==> src/rtl/pc_sequencer_if.sv <==
// Instruction-memory fetch port: request (valid + address) out, response (valid + data) back.
interface pc_sequencer_if #(
  parameter int PC_WIDTH    = 8,
  parameter int INSTR_WIDTH = 16
);
  logic                   req_valid;
  logic [PC_WIDTH-1:0]    req_addr;
  logic                   resp_valid;
  logic [INSTR_WIDTH-1:0] resp_data;

  modport master (output req_valid, req_addr, input resp_valid, resp_data);
  modport slave  (input req_valid, req_addr, output resp_valid, resp_data);
endinterface

==> src/rtl/pc_sequencer.sv <==
// TinyGPU per-core sequencer: owns PC and NZP flags, walks each instruction
// through FETCH, DECODE, EXECUTE and UPDATE, and parks in DONE on halt.
module pc_sequencer #(
  parameter int PC_WIDTH    = 8,
  parameter int INSTR_WIDTH = 16
) (
  input  logic                   clk_i,
  input  logic                   reset_i,
  input  logic                   start_i,
  pc_sequencer_if.master         mem,
  output logic [INSTR_WIDTH-1:0] instruction_o,
  output logic                   execute_enable_o,
  input  logic                   nzp_write_enable_i,
  input  logic [2:0]             nzp_in_i,
  input  logic                   branch_enable_i,
  input  logic [2:0]             branch_cond_i,
  input  logic [PC_WIDTH-1:0]    branch_target_i,
  input  logic                   halt_i,
  output logic                   nzp_select_o,
  output logic [PC_WIDTH-1:0]    current_pc_o,
  output logic [2:0]             nzp_o,
  output logic                   done_o
);

  typedef enum logic [2:0] {
    S_IDLE, S_FETCH, S_DECODE, S_EXECUTE, S_UPDATE, S_DONE
  } state_t;

  state_t                 state_q, state_d;
  logic [PC_WIDTH-1:0]    pc_q, pc_d;
  logic [2:0]             nzp_q, nzp_d;
  logic [INSTR_WIDTH-1:0] instr_q, instr_d;

  always_ff @(posedge clk_i) begin
    if (reset_i) begin
      state_q <= S_IDLE;
      pc_q    <= '0;
      nzp_q   <= '0;
      instr_q <= '0;
    end else begin
      state_q <= state_d;
      pc_q    <= pc_d;
      nzp_q   <= nzp_d;
      instr_q <= instr_d;
    end
  end

  // Branch decision always uses the flags held before this instruction's update.
  assign nzp_select_o = branch_enable_i & (|(branch_cond_i & nzp_q));

  always_comb begin
    state_d = state_q;
    pc_d    = pc_q;
    nzp_d   = nzp_q;
    instr_d = instr_q;
    case (state_q)
      S_IDLE: begin
        if (start_i) begin
          state_d = S_FETCH;
          pc_d    = '0;
          nzp_d   = '0;
        end
      end
      S_FETCH: begin
        if (mem.resp_valid) begin
          instr_d = mem.resp_data;
          state_d = S_DECODE;
        end
      end
      S_DECODE:  state_d = S_EXECUTE;
      S_EXECUTE: state_d = S_UPDATE;
      S_UPDATE: begin
        if (halt_i) begin
          state_d = S_DONE;
        end else begin
          pc_d    = nzp_select_o ? branch_target_i : pc_q + PC_WIDTH'(1);
          state_d = S_FETCH;
          if (nzp_write_enable_i) begin
            nzp_d = nzp_in_i;
          end
        end
      end
      S_DONE:  state_d = S_DONE;
      default: state_d = S_IDLE;
    endcase
  end

  assign mem.req_valid    = (state_q == S_FETCH);
  assign mem.req_addr     = pc_q;
  assign execute_enable_o = (state_q == S_EXECUTE);
  assign done_o           = (state_q == S_DONE);
  assign instruction_o    = instr_q;
  assign current_pc_o     = pc_q;
  assign nzp_o            = nzp_q;

endmodule

==> src/flat_wrapper.sv <==
// flat-port wrapper written by rule: the top's interface ports become plain ports
module pc_sequencer_flat 
#(
  parameter int PC_WIDTH    = 8,
  parameter int INSTR_WIDTH = 16
)
  (clk_i, reset_i, start_i, instruction_o, execute_enable_o, nzp_write_enable_i, nzp_in_i, branch_enable_i, branch_cond_i, branch_target_i, halt_i, nzp_select_o, current_pc_o, nzp_o, done_o, mem_req_valid, mem_req_addr, mem_resp_valid, mem_resp_data);
  pc_sequencer_if #(.PC_WIDTH(PC_WIDTH), .INSTR_WIDTH(INSTR_WIDTH)) mem_i ();
  input  logic clk_i;
  input  logic reset_i;
  input  logic start_i;
  output logic [INSTR_WIDTH-1:0] instruction_o;
  output logic execute_enable_o;
  input  logic nzp_write_enable_i;
  input  logic [2:0] nzp_in_i;
  input  logic branch_enable_i;
  input  logic [2:0] branch_cond_i;
  input  logic [PC_WIDTH-1:0] branch_target_i;
  input  logic halt_i;
  output logic nzp_select_o;
  output logic [PC_WIDTH-1:0] current_pc_o;
  output logic [2:0] nzp_o;
  output logic done_o;
  output wire logic [$bits(mem_i.req_valid)-1:0] mem_req_valid;
  output wire logic [$bits(mem_i.req_addr)-1:0] mem_req_addr;
  input wire logic [$bits(mem_i.resp_valid)-1:0] mem_resp_valid;
  input wire logic [$bits(mem_i.resp_data)-1:0] mem_resp_data;
  assign mem_req_valid = mem_i.req_valid;
  assign mem_req_addr = mem_i.req_addr;
  assign mem_i.resp_valid = mem_resp_valid;
  assign mem_i.resp_data = mem_resp_data;
  pc_sequencer #(.PC_WIDTH(PC_WIDTH), .INSTR_WIDTH(INSTR_WIDTH)) u_core (.clk_i(clk_i), .reset_i(reset_i), .start_i(start_i), .mem(mem_i), .instruction_o(instruction_o), .execute_enable_o(execute_enable_o), .nzp_write_enable_i(nzp_write_enable_i), .nzp_in_i(nzp_in_i), .branch_enable_i(branch_enable_i), .branch_cond_i(branch_cond_i), .branch_target_i(branch_target_i), .halt_i(halt_i), .nzp_select_o(nzp_select_o), .current_pc_o(current_pc_o), .nzp_o(nzp_o), .done_o(done_o));
endmodule
==> config.mk <==
export PLATFORM = sky130hd
export DESIGN_NAME = pc_sequencer_flat
export DESIGN_NICKNAME = d
export VERILOG_FILES = /design/src/rtl/pc_sequencer_if.sv /design/src/rtl/pc_sequencer.sv /design/src/flat_wrapper.sv
export SDC_FILE = /design/constraint.sdc
export NUM_CORES = 1
export LEC_CHECK = 0
export CORE_MARGIN = 2
export CORE_UTILIZATION = 40
export DETAILED_ROUTE_END_ITERATION = 10
export PLACE_DENSITY_LB_ADDON = 0.1
export SLEW_MARGIN = 20
export SYNTH_ARGS = -nofsm -noshare
export SYNTH_HDL_FRONTEND = slang
export SYNTH_SLANG_ARGS = --single-unit
==> constraint.sdc <==
create_clock -name clk_i -period 2.3 [get_ports clk_i]
set_clock_uncertainty 0.15 [all_clocks]
set_input_delay 0.46 -clock clk_i [delete_from_list [all_inputs] [get_ports clk_i]]
set_output_delay 0.46 -clock clk_i [all_outputs]
set_load 0.02 [all_outputs]
==> metrics <==
maximum VDD drop approximately 0.35 mV; Iter 0 DRT Violations 120; status finished, final reports clean; Post-Place Cells about 290; Design Area, Final between 2000 and 2500 um2; core area approximately 3600 um2; max cap viols 0; Final Setup Violations 0; Most used DFF post-synth dfxtp_1; Hold Violations, Final 0; Clock Root Buffer clkbuf_8; Worst Tran Pin Value around 0.55 ns; Mapped Area between 1500 and 2000 um2; floorplan row count 22; post-synthesis net count roughly 210; WHS just over 0.3 ns; largest net degree at the start of global routing 23; pwr/cell area between 500 and 600 nW/um2; drt via density a little over 5; Reg2Reg Depth 5; Die X 65.4 um; number of fill cells approximately 330; max-slew violations 0; H-tree depth 2; area of the multi-input gates ~740 um2; RSZ-0062 raised after global routing false; fin crit share a little over nine tenths; Worst-Skew Late Latency 0.27 ns; die area approximately 4300 um2; sequential area share after synthesis approximately two fifths; post-DR wirelength/cell about 13 um; gr ovfl total 0; Post-DRT Antenna Nets 0; R2R setup slack just over 0.3 ns; Pre-antenna DRT Iters 4; Num CTS Buffers 5; initial antenna violation count 0; Hold Path Depth 2; Initial Util between 40% and 50%; post-route insts no fill 296; Hold Crit Class register to register; cell taking the most area after synthesis dfxtp_1; post-synthesis cell type count 44; DP HPWL 3010 um; Reg clk slew, reported paths about 0.07 ns; CP Launch Point branch_cond_i[1]; Post-Syn Instances about 180; Max Clock Freq around 450 MHz; Yosys top cell area share approximately two fifths; post-route minimum period approximately 2.2 ns; Post-Route WL 3970 um; gr usage total around a fifth; Crit path arrival time 1.63 ns; WP data required 1.69 ns; Avg Cell Area, Syn between 8 and 9 um2; CTS tree built; Crit Path Class input port to output pin; Worst slew margin between 60% and 70%; vias in the first global route around 1.4k; leakage 0.894 nW; number of synthesized flops with an enable pin 0; die outline height about 65 um; setup TNS 0 ns; final net count 285; Worst Path Max Fanout 2; Port Buf Inserts 75; sequential cell area roughly 600 um2; first-pass GRT wire length 6450 um; Power Total 1.19 mW; IO Pins 76; CTS Hold Bufs 0; Worst setup EP type output pin; share of cells above drive strength 1 10.9%; hold path startpoint u_core.instruction_o[2]$_SDFFE_PP0P_; Endpoint, Worst Hold u_core.instruction_o[2]$_SDFFE_PP0P_; placed inst area between 2000 and 2500 um2; Area growth syn-to-layout 55.9%; routability cong. 0.872; Ant. Diodes 0; Critical Path Start Type input port; Post-synth ARST share 0%; #FFs+latches synth 30; routed vias around 1.5k; RR Endpoint u_core.current_pc_o[6]$_SDFFE_PP0P_; # DRC 0; clk buf depth 2; yosys warns 0; Sink Count 30; reg-to-reg startpoint u_core.nzp_o[2]$_SDFFE_PP0P_; synth top area cells dfxtp_1 (40%), nand2_1 (8.7%), a21oi_1 (6.0%)
-- cell type report --
| type | instances | area share, % |
|---|---|---|
| clock inverter | 2 | 0.531 |
| timing repair buffer | 83 | 34.9 |
| multi-input combinational | 119 | 31.6 |
| tap | 48 | 2.55 |
| sequential | 30 | 25.6 |
| clock buffer | 6 | 3.51 |
| inverter | 8 | 1.38 |
-- worst max-delay path: stages --
cell	delay, ns
clkdlybuf4s50_1	0.40
a222oi_1	0.38
nand2b_4	0.24
inv_4	0.04
buf_6	0.12
-- cell usage in the layout, fill, tap and decap left out, types with 4 or more instances in the layout --
| master | synthesis | layout |
|---|---|---|
| o22ai_1 | 4 | 4 |
| clkbuf_8 | 0 | 6 |
| buf_4 | 10 | 7 |
| inv_1 | 6 | 6 |
| clkdlybuf4s50_1 | 0 | 73 |
| a32oi_1 | 7 | 7 |
| dfxtp_1 | 30 | 29 |
| nand2_1 | 35 | 35 |
| nor2_1 | 13 | 13 |
| a21oi_1 | 18 | 18 |
| mux2i_1 | 6 | 6 |
-- synth_stat cells (all sizes together), types with 4 or more instances --
cell and n:
o22ai 4, buf 16, a21oi 18, a32oi 7
mux2i 6, dfxtp 30, inv 8, nand2 35
nor2 14
-- timing repair --
action,in CTS,in global routing
cloned,0,0
resized for setup,6,4
hold endpoints to repair,0,0
setup buffers,0,1
pin swaps,1,1
endpoints found under the setup margin,3,2
-- layer usage --
metal | track usage (%) | share of wire [%] | vias to the layer above
li1 | - | - | 746
met1 | 23.2 | 43 | 706
met2 | 32.4 | 48 | 58
met3 | 7.88 | 8.5 | 4
met4 | 3.91 | 0.58 | 0
met5 | 0 | 0 | -
-- cells by family after synthesis --
| group | after synthesis | synth area share [%] |
|---|---|---|
| simple gates | 71 | 25.4 |
| compound gates | 39 | 17.5 |
| flops | 30 | 39.8 |
| buf+inv | 26 | 11.0 |
| mux | 8 | 5.47 |
| fa+ha+maj | 1 | 0.828 |
-- state kept, by name, indices dropped and copies added (netlist names) --
register	count
u_core.current_pc_o	8
u_core.instruction_o	16
u_core.nzp_o	3
u_core.state_q	3
-- worst max-delay path by stage --
stage	to	cells after the start	slack (ns)
global placement	nzp_select_o	5	-0.37
finish	nzp_select_o	5	0.06
global route	nzp_select_o	5	0.02
CTS	u_core.current_pc_o[6]$_SDFFE_PP0P_	6	0.01
floorplan	u_core.current_pc_o[2]$_SDFFE_PP0P_	5	0.36
detailed placement	nzp_select_o	5	-0.36
-- through the flow --
stage	setup WS (ns)	util, %
after floorplan	0.363	-
after global placement	-0.367	61.6
after detailed placement	-0.358	61.6
after CTS	0.0144	64.3
after global routing	0.0186	64.8
final	0.0556	64.8
-- power breakdown --
part / internal, mW / leakage (nW) / switching [mW]
logic: 0.109 / 0.604 / 0.0880
registers: 0.536 / 0.243 / 0.0144
clock network: 0.240 / 0.0472 / 0.201
Power figures use the tool's default switching activity.
